[config.mk]
export PLATFORM = sky130hd
export DESIGN_NAME = modsub_invmult_pipe
export DESIGN_NICKNAME = d
export VERILOG_FILES = /design/src/rtl/modsub_invmult_pipe.sv
export SDC_FILE = /design/constraint.sdc
export NUM_CORES = 1
export LEC_CHECK = 0
export ABC_AREA = 1
export CAP_MARGIN = 25
export CORE_UTILIZATION = 57
export DETAILED_ROUTE_END_ITERATION = 8
export GPL_ROUTABILITY_DRIVEN = 0
export PLACE_DENSITY_LB_ADDON = 0.08
export REMOVE_ABC_BUFFERS = 1
export SLEW_MARGIN = 20
export SYNTH_ARGS = -nofsm -noshare
export SYNTH_HDL_FRONTEND = slang
export SYNTH_SLANG_ARGS = --single-unit
[constraint.sdc]
create_clock -name clk -period 4.1 [get_ports clk]
set_input_delay 0.615 -clock clk [delete_from_list [all_inputs] [get_ports clk]]
set_output_delay 0.615 -clock clk [all_outputs]
set_load 0.01 [all_outputs]
[src/rtl/modsub_invmult_pipe.sv]
// -----------------------------------------------------------------------------
// modsub_invmult_pipe
//   One digit stage of RNS mixed-radix conversion. Per transaction it computes
//   (A - B) or (A + B) modulo MODULUS, optionally scaled by the constant
//   modular inverse INV. It is a fixed-depth pipeline of LATENCY register
//   stages, and one valid/ready enable stalls the whole pipeline.
//
//   Stage 1 : range check, sub/add and both correction candidates in parallel
//   Stage 2 : candidate select from the registered sign / compare bit
//   Stage 3 : constant-INV scaling (weighted bit sum + conditional subtracts),
//             range-error zeroing, bypass for the unscaled modes
//   Stage 4..LATENCY : delay registers, so every mode has the same latency
//
// Ports
//   clk, reset_n            clock, asynchronous active-low reset
//   in_valid / in_ready     operand handshake; in_ready = global advance
//   in_a, in_b              residues
//   in_mode                 0:(A-B)*INV  1:A-B  2:A+B  3:(A+B)*INV  (all mod M)
//   in_tag                  sideband, returned unchanged with the result
//   out_valid / out_ready   result handshake
//   out_data                result in [0, M-1]; 0 on a range error
//   out_tag                 tag of this result
//   out_range_err           in_a >= M or in_b >= M for this transaction
// -----------------------------------------------------------------------------
module modsub_invmult_pipe #(
  parameter int          DATA_WIDTH = 18,
  parameter int unsigned MODULUS    = 78125,
  parameter int unsigned INV        = 1,
  parameter int          TAG_WIDTH  = 8,
  parameter int          LATENCY    = 7
) (
  input  logic                  clk,
  input  logic                  reset_n,
  input  logic                  in_valid,
  output logic                  in_ready,
  input  logic [DATA_WIDTH-1:0] in_a,
  input  logic [DATA_WIDTH-1:0] in_b,
  input  logic [1:0]            in_mode,
  input  logic [TAG_WIDTH-1:0]  in_tag,
  output logic                  out_valid,
  input  logic                  out_ready,
  output logic [DATA_WIDTH-1:0] out_data,
  output logic [TAG_WIDTH-1:0]  out_tag,
  output logic                  out_range_err
);

  localparam int DW = DATA_WIDTH;
  // The weighted bit sum has at most 32 terms below M, so it stays under 32*M.
  localparam int AW = DW + 6;
  localparam logic [DW:0] M_EXT = (DW+1)'(MODULUS);

  typedef enum logic [1:0] {
    MODE_SUB_SCALE = 2'd0,
    MODE_SUB       = 2'd1,
    MODE_ADD       = 2'd2,
    MODE_ADD_SCALE = 2'd3
  } mode_e;

  typedef struct packed {
    logic                 valid;
    logic [TAG_WIDTH-1:0] tag;
    logic                 err;
    logic                 scale;
    logic                 is_add;
    logic                 neg;    // A - B went negative
    logic [DW-1:0]        d;
    logic [DW-1:0]        d_fix;  // A - B + M
    logic [DW-1:0]        s;
    logic [DW-1:0]        s_fix;  // A + B - M
    logic                 ge;     // A + B >= M
  } s1_t;

  typedef struct packed {
    logic                 valid;
    logic [TAG_WIDTH-1:0] tag;
    logic                 err;
    logic                 scale;
    logic [DW-1:0]        v;
  } s2_t;

  typedef struct packed {
    logic                 valid;
    logic [TAG_WIDTH-1:0] tag;
    logic                 err;
    logic [DW-1:0]        v;
  } st_t;

  s1_t           s1_d, s1_q;
  s2_t           s2_d, s2_q;
  st_t           t3_d;
  st_t           tail_q [3:LATENCY];
  logic          adv;
  mode_e         mode;
  logic [DW:0]   d_w, s_w;
  logic [AW-1:0] acc;
  logic [DW-1:0] scaled;

  // All stages share one enable, so a full output slot freezes everything
  // behind it. Bubbles keep their slot because the whole pipeline shifts together.
  assign adv       = !out_valid || out_ready;
  assign in_ready  = adv;
  assign mode      = mode_e'(in_mode);

  // (INV * 2^i) mod M. Called with a loop constant, so it folds to a constant.
  function automatic logic [DW-1:0] weight(input int i);
    longint unsigned w;
    w = 64'(INV % MODULUS);
    for (int j = 0; j < i; j++) w = (w << 1) % 64'(MODULUS);
    return w[DW-1:0];
  endfunction

  // ---- stage 1: arithmetic with both candidates in parallel ----------------
  // The correction terms are only kept to DW bits. When a correction is
  // selected, the true result lies in [0, M), so arithmetic mod 2^DW is exact.
  assign d_w = {1'b0, in_a} - {1'b0, in_b};
  assign s_w = {1'b0, in_a} + {1'b0, in_b};

  always_comb begin
    s1_d        = '0;
    s1_d.valid  = in_valid;
    s1_d.tag    = in_tag;
    s1_d.err    = ({1'b0, in_a} >= M_EXT) || ({1'b0, in_b} >= M_EXT);
    s1_d.scale  = (mode == MODE_SUB_SCALE) || (mode == MODE_ADD_SCALE);
    s1_d.is_add = (mode == MODE_ADD) || (mode == MODE_ADD_SCALE);
    s1_d.neg    = d_w[DW];
    s1_d.d      = d_w[DW-1:0];
    s1_d.d_fix  = d_w[DW-1:0] + M_EXT[DW-1:0];
    s1_d.s      = s_w[DW-1:0];
    s1_d.s_fix  = s_w[DW-1:0] - M_EXT[DW-1:0];
    s1_d.ge     = (s_w >= M_EXT);
  end

  // ---- stage 2: candidate select -------------------------------------------
  always_comb begin
    s2_d       = '0;
    s2_d.valid = s1_q.valid;
    s2_d.tag   = s1_q.tag;
    s2_d.err   = s1_q.err;
    s2_d.scale = s1_q.scale;
    if (s1_q.is_add) s2_d.v = s1_q.ge  ? s1_q.s_fix : s1_q.s;
    else             s2_d.v = s1_q.neg ? s1_q.d_fix : s1_q.d;
  end

  // ---- stage 3: constant-INV scaling ---------------------------------------
  // v*INV mod M = sum of v[i]*((2^i*INV) mod M). The sum is below 32*M.
  // Subtracting 16M, 8M, 4M, 2M and M in turn, each only when it fits,
  // brings the sum into [0, M).
  // NOTE: acc is a combinational scratch variable, so it uses blocking
  // assignments and is re-assigned step by step in one pass. A non-blocking
  // assignment here would read stale values.
  always_comb begin
    acc = '0;
    for (int i = 0; i < DW; i++)
      if (s2_q.v[i]) acc = acc + AW'(weight(i));
    for (int k = 4; k >= 0; k--)
      if (acc >= (AW'(MODULUS) << k)) acc = acc - (AW'(MODULUS) << k);
    scaled = acc[DW-1:0];
  end

  always_comb begin
    t3_d       = '0;
    t3_d.valid = s2_q.valid;
    t3_d.tag   = s2_q.tag;
    t3_d.err   = s2_q.err;
    if (s2_q.err)        t3_d.v = '0;
    else if (s2_q.scale) t3_d.v = scaled;
    else                 t3_d.v = s2_q.v;
  end

  // ---- pipeline registers ---------------------------------------------------
  // NOTE: the datapath fields are reset as well as the valid bits. The output
  // stage must read as all-zero in reset, and clearing every stage keeps the
  // register chain uniform.
  always_ff @(posedge clk or negedge reset_n) begin
    if (!reset_n) begin
      s1_q <= '0;
      s2_q <= '0;
      for (int i = 3; i <= LATENCY; i++) tail_q[i] <= '0;
    end else if (adv) begin
      s1_q      <= s1_d;
      s2_q      <= s2_d;
      tail_q[3] <= t3_d;
      for (int i = 4; i <= LATENCY; i++) tail_q[i] <= tail_q[i-1];
    end
  end

  assign out_valid     = tail_q[LATENCY].valid;
  assign out_data      = tail_q[LATENCY].v;
  assign out_tag       = tail_q[LATENCY].tag;
  assign out_range_err = tail_q[LATENCY].err;

endmodule

Yosys cells after proc, flatten, opt, wreduce, memory -nomap -nowiden --
Cells that the tools add are included.
Word-level totals: input port bits 50, output and inout port bits 29, logic and storage cells 106, register bits 255
Cells by class: add/subtract/negate cells 26, order comparisons 8, reduce and logical (&&, ||, !) cells 6, mux-type cells 28, eq/ne operators 2
Operators with widths (count):
- 2-to-1 mux 24 bit | 21
- 2-to-1 mux 18 bit | 6
- adder 24 x 16 -> 24 bit (second input constant) | 2
- >= comparator 18 x 17 -> 1 bit (second input constant) | 2
- subtractor 18 x 17 -> 18 bit (second input constant) | 2
- adder 24 x 10 -> 24 bit (second input constant) | 1
- adder 24 x 11 -> 24 bit (second input constant) | 1
- adder 24 x 12 -> 24 bit (second input constant) | 1
- adder 24 x 13 -> 24 bit (second input constant) | 1
- adder 24 x 14 -> 24 bit (second input constant) | 1
- adder 24 x 15 -> 24 bit (second input constant) | 1
- adder 24 x 17 -> 24 bit (second input constant) | 1
- adder 24 x 2 -> 24 bit (second input constant) | 1
- adder 24 x 3 -> 24 bit (second input constant) | 1
- adder 24 x 4 -> 24 bit (second input constant) | 1
- adder 24 x 5 -> 24 bit (second input constant) | 1
- adder 24 x 6 -> 24 bit (second input constant) | 1
- adder 24 x 7 -> 24 bit (second input constant) | 1
- adder 24 x 8 -> 24 bit (second input constant) | 1
- adder 24 x 9 -> 24 bit (second input constant) | 1
- >= comparator 24 x 17 -> 1 bit (second input constant) | 1
- >= comparator 24 x 18 -> 1 bit (second input constant) | 1
- >= comparator 24 x 19 -> 1 bit (second input constant) | 1
- >= comparator 24 x 20 -> 1 bit (second input constant) | 1
- other kinds (14) | 18

Logic depth before layout (Yosys ltp) --
word-level depth 47, depth in mapped cells 31, gate-level depth less buffers 30

Least setup slack after synthesis --
No wires, ideal clock.
kind reg2reg, start reg s2_q[0] (netlist name), end reg tail_q[126] (netlist name), cell stages (with the launch flop) 26, path slack 0.901 ns, required time 3.983 ns, period minus slack after synthesis 3.199 ns, buffers on the path 1, setup time 0.117 ns, arrival time 3.082 ns, path through dfrtp_1 > inv_1 > ha_1 > o21ai_1 > inv_1 > ha_1 > inv_1 > nand3_1 > nor2_1 > o21ai_1 > nand2_1 > nand2_1 > nand2_1 > xor2_1 > nand2_1 > nand2_1 > nor2_1 > nand2_1 > nand2_1 > a21oi_4 > nand2_4 > buf_6 > a21oi_1 > nand2_1 > nand2_1 > nand2_1
Between the ends: longest elaborated chain between the ends 47, elaborated cells between the ends (all ways) 52, those cells by class 22 x add/sub; 5 x order compare; 25 x mux
RTL lines:
- from (decl) | RTL line 89 | s2_t s2_d, s2_q;
- from (signal assigned) | RTL line 177 | s2_q <= '0;
- from (signal assigned) | RTL line 181 | s2_q <= s2_d;
- 2-to-1 mux 1 bit * | RTL line 154 | if (s2_q.v[i]) acc = acc + AW'(weight(i));
- adder 24 x 2 -> 24 bit | RTL line 154
- 2-to-1 mux 24 bit * | RTL line 154
- adder 24 x 3 -> 24 bit | RTL line 154
- 2-to-1 mux 24 bit * | RTL line 154
- adder 24 x 4 -> 24 bit | RTL line 154
- 2-to-1 mux 24 bit * | RTL line 154
- adder 24 x 5 -> 24 bit | RTL line 154
- [31 not listed]
- subtractor 24 x 19 -> 24 bit or >= comparator 24 x 19 -> 1 bit (tied branches) | RTL line 156 | if (acc >= (AW'(MODULUS) << k)) acc = acc - (AW'(MODULUS) << k);
- 2-to-1 mux 24 bit * | RTL line 156
- subtractor 24 x 18 -> 24 bit or >= comparator 24 x 18 -> 1 bit (tied branches) | RTL line 156
- 2-to-1 mux 24 bit * | RTL line 156
- >= comparator 24 x 17 -> 1 bit or subtractor 18 x 17 -> 18 bit (tied branches) | RTL line 156
- 2-to-1 mux 18 bit * | RTL line 156
- 2-to-1 mux 18 bit * | RTL line 166 | else if (s2_q.scale) t3_d.v = scaled;
- 2-to-1 mux 18 bit * | RTL line 165 | if (s2_q.err) t3_d.v = '0;
- to (decl) | RTL line 91 | st_t tail_q [3:LATENCY];
Every way passes the cells marked *; elsewhere a longest branch is shown, timed or not. A chain may end at the register's enable or synchronous reset.

Final worst setup path --
start reg s2_q[1] (netlist name), end reg tail_q[122] (netlist name)
Between the ends: longest elaborated chain between the ends 45, elaborated cells between the ends (all ways) 50, those cells by class 21 x add/sub; 5 x order compare; 24 x mux
RTL lines (RTL line):
- 2-to-1 mux 24 bit * | 154
- adder 24 x 3 -> 24 bit | 154
- 2-to-1 mux 24 bit * | 154
- adder 24 x 4 -> 24 bit | 154
- 2-to-1 mux 24 bit * | 154
- adder 24 x 5 -> 24 bit | 154
- 2-to-1 mux 24 bit * | 154
- adder 24 x 6 -> 24 bit | 154
- [29 not listed]
- subtractor 24 x 19 -> 24 bit or >= comparator 24 x 19 -> 1 bit (tied branches) | 156
- 2-to-1 mux 24 bit * | 156
- subtractor 24 x 18 -> 24 bit or >= comparator 24 x 18 -> 1 bit (tied branches) | 156
- 2-to-1 mux 24 bit * | 156
- >= comparator 24 x 17 -> 1 bit or subtractor 18 x 17 -> 18 bit (tied branches) | 156
- 2-to-1 mux 18 bit * | 156
- 2-to-1 mux 18 bit * | 166
- 2-to-1 mux 18 bit * | 165
Marked as above.

==> flow_summary_export.csv <==
group,metric,value,unit
status,status,"complete, no violations",
worst_setup_path,arrival,4.02,ns
pwr,max-vdd-ir-drop,0.595,mV
synthesis,yosysWarnings,0,
finish,n_antenna_cell,0,
synthesis,synth.most_common_cell,"nand2_1",
global_routing,grt_max_degree,136,
pwr,netSwitchingFraction,0.441,
worst_setup_path,required,4.53,ns
clock_network,cts_tree,"built",
placed_design,dp_hpwl,21500,um
sta,holdWs,0.157,ns
placed_design,dpl_worst_slack,0.0677,ns
synthesis,synth_area_leaders,"dfrtp_1 43%, nand2_1 21%, inv_1 4.5%, ha_1 3.6%, o21ai_0 3.6%",
synthesis,synth-simple-area-share,0.315,
global_routing,antenna_found_initial,0,
pwr,p_leak,8.80,nW
clock_network,h-tree-depth,1,
die,start_util,0.584,
worst_setup_path,path_max_fanout,25,
sta,maxSlewViolCount,0,
die,boundaryPins,79,
global_routing,grt-ovfl-total,0,
clock_network,cts_root_buf,"clkbuf_16",
clock_network,clock_latency,0.54,ns
synthesis,async_flop_share,1.00,
finish,drive_above_1_share,0.0639,
routing,vias,12600,
worst_setup_path,worst_setup_path_start_kind,"register",
synthesis,synth_fa_ha_area_frac,0.0392,
pwr,power.density,795,mW/mm^2
clock_network,clock_sink_count,253,
pwr,seqPwrFrac,0.314,
sta,final_hold_viol_count,0,
clock_network,cts_hold_buf,0,
finish,area_growth,12.7,%
synthesis,yosysTopAreaCell,"dfrtp_1",
synthesis,synthXorXnorAreaFrac,0.0267,
routing,drt_pass1_iterations,5,
sta,rsz0062_at_grt,"no",
routing,drc,0,
synthesis,synth_common_cells,"842 x nand2_1, 253 x dfrtp_1, 175 x inv_1",
placed_design,port_buffers,78,
worst_setup_path,end_kind,"register",
synthesis,synth.top_cell.area_share,0.429,
sta,fmax,279,MHz
sta,tightest_slew,0.896,ns
sta,fin_crit_sh,0.875,
synthesis,synth_cells,2056,
routing,ant_nets,0,
synthesis,yosysSeqAreaShare,0.429,
synthesis,synth_ff_type,"dfrtp_1",
pwr,clockPowerShare,0.187,
die,die_area,0.0265,mm^2
sta,clock_skew,0.00756,ns
die,die_width,163,um
synthesis,syn_area,0.0148,mm^2
synthesis,synth-edff-count,0,
die,core_area,0.0253,mm^2
clock_network,clkTransAtPathRegs,0.06,ns
clock_network,post_cts_buffers,0,
finish,finalNetCount,2175,
sta,final-setup-viol-count,0,
clock_network,clock_path_buffers,3,
clock_network,numCtsBuffers,26,
min_path,hold_path_class,"in -> async",
pwr,power_switching,5.83,mW
synthesis,synth_top_family_by_area,"simple AND/OR/NAND/NOR gates",
synthesis,synth_seq_cells,253,
synthesis,avgSynthCellArea,7.18,um^2
global_routing,grt_pass1_vias,11800,
die,die_y,163,um
synthesis,synth-compound-area-share,0.102,
synthesis,synthMuxAreaShare,0.00204,
routing,wl_per_cell,12.7,um
global_routing,gr-usage-all-layers,0.244,
routing,wl,30900,um
global_routing,grt_pass1_wl,53800,um
sta,max-slew-margin-rel,0.403,
pwr,power,13.2,mW
routing,routed_via_density,5.19,
sta,finalWorstSetupSlack,0.511,ns
pwr,intPower,7.39,mW
flow_run,drv_cap,0,
die,rows,58,
sta,min_period,3.59,ns
worst_setup_path,path_class,"reg -> reg",
synthesis,synthDistinctLibCells,53,
pwr,combPwrFrac,0.499,
routing,drt_iter0_drc,980,
worst max-delay path: stages, from the launching register on:
cell     delay (ns)
dfrtp_1        0.35
inv_1          0.09
ha_1           0.22
nor2_2         0.17
inv_1          0.05
nor2_1         0.13
nand2_1        0.08
nand3_2        0.09
nand2_1        0.08
nand2_1        0.07
nand2_1        0.13
nor2_2         0.17
nand2_1        0.08
a21oi_2        0.25
nand2_2        0.20
nand2_1        0.11
nand2_2        0.10
nor2_1         0.20
nand2_1        0.10
nor2_2         0.15
nand3_4        0.12
nand2_8        0.17
nand2_1        0.08
nand2_1        0.09
nand2_1        0.07
nand2_1        0.07
nand2_1        0.05
through the flow:
stage | area [um^2] | cells | setup TNS [ns] | util
global placement | 15700 | 2382 | 0 | 0.622
finish | 16600 | 2427 | 0 | 0.658
detailed placement | 15700 | 2382 | 0 | 0.622
floorplan | 14200 | 1945 | -2724.36 | -
global route | 16600 | 2427 | 0 | 0.658
CTS | 16600 | 2427 | 0 | 0.658
area by class of cell:
class | count | area (um^2)
Fill cell | 2336 | 8630
Multi-Input combinational cell | 1505 | 7180
Sequential cell | 253 | 6330
Timing Repair Buffer | 107 | 1080
Clock buffer | 37 | 762
Inverter | 187 | 707
Tap cell | 330 | 413
Clock inverter | 8 | 151
flip-flops by register name (all words and copies together) (netlist names):
| name | cells |
|---|---|
| tail_q | 112 |
| out_tag | 8 |
| out_range_err | 1 |
| out_valid | 1 |
| s1_q | 84 |
| s2_q | 29 |
| out_data | 18 |
cells by family (layout without fill, tap and decap cells):
kind of cell / Yosys count / count (layout)
xor gates and xnor gates: 45 / 45
buffers and inverters: 298 / 339
DFF: 253 / 253
AOI/OAI and AO/OA: 265 / 265
muxes: 3 / 3
adders and majority gates: 45 / 45
and+or+nand+nor: 1147 / 1147
metal layers:
layer  track usage  up-vias  routed length [um]
met2         0.411      256               14700
met3        0.0242       64                1020
met4        0.0803        0                 895
met5             0        -                   0
met1         0.329     5768               14300
li1              -     6511                   -
worst paths after layout:
| path | slack [ns] | depth (start not counted) | to | from |
|---|---|---|---|---|
| max | 0.51 | 26 | tail_q[122]$_DFFE_PN0P_ | s2_q[1]$_DFFE_PN0P_ |
| min | 0.16 | 1 | out_data[6]$_DFFE_PN0P_ | reset_n |
| max reg2reg | 0.51 | 26 | tail_q[122]$_DFFE_PN0P_ | s2_q[1]$_DFFE_PN0P_ |
| min reg2reg | 0.45 | 2 | out_valid$_DFFE_PN0P_ | tail_q[55]$_DFFE_PN0P_ |
| max in group asynchronous | 3.10 | 2 | s1_q[9]$_DFFE_PN0P_ | reset_n |
| min in group clk | 0.45 | 2 | out_valid$_DFFE_PN0P_ | tail_q[55]$_DFFE_PN0P_ |
repair_timing:
action,in CTS,in global routing
gates resized for setup,0,1
hold endpoints to repair,0,0
setup endpoints to repair,0,1
cell usage in the layout (no fill, tap or decap), drive strengths merged, types with 7 or more instances in the layout:
cell type,synthesis,routed
nand2,868,868
xor2,41,41
a31oi,19,19
clkbuf,68,37
inv,186,186
nor2,142,142
dfrtp,253,253
ha,43,43
a21oi,82,82
buf,43,30
o211ai,16,16
o21ai,114,114
nand4,15,15
clkdlybuf4s50,0,77
nor3,7,7
nand3,105,105
power by group through the flow:
stage | Clock (mW) | Sequential, mW | Combinational [mW]
floorplan | 0 | 4.19 | 4.77
global placement | 0 | 4.14 | 6.37
detailed placement | 0 | 4.18 | 6.51
CTS | 2.54 | 4.14 | 6.55
global route | 2.65 | 4.28 | 7.54
finish | 2.48 | 4.15 | 6.60
Power figures use the tool's default switching activity.
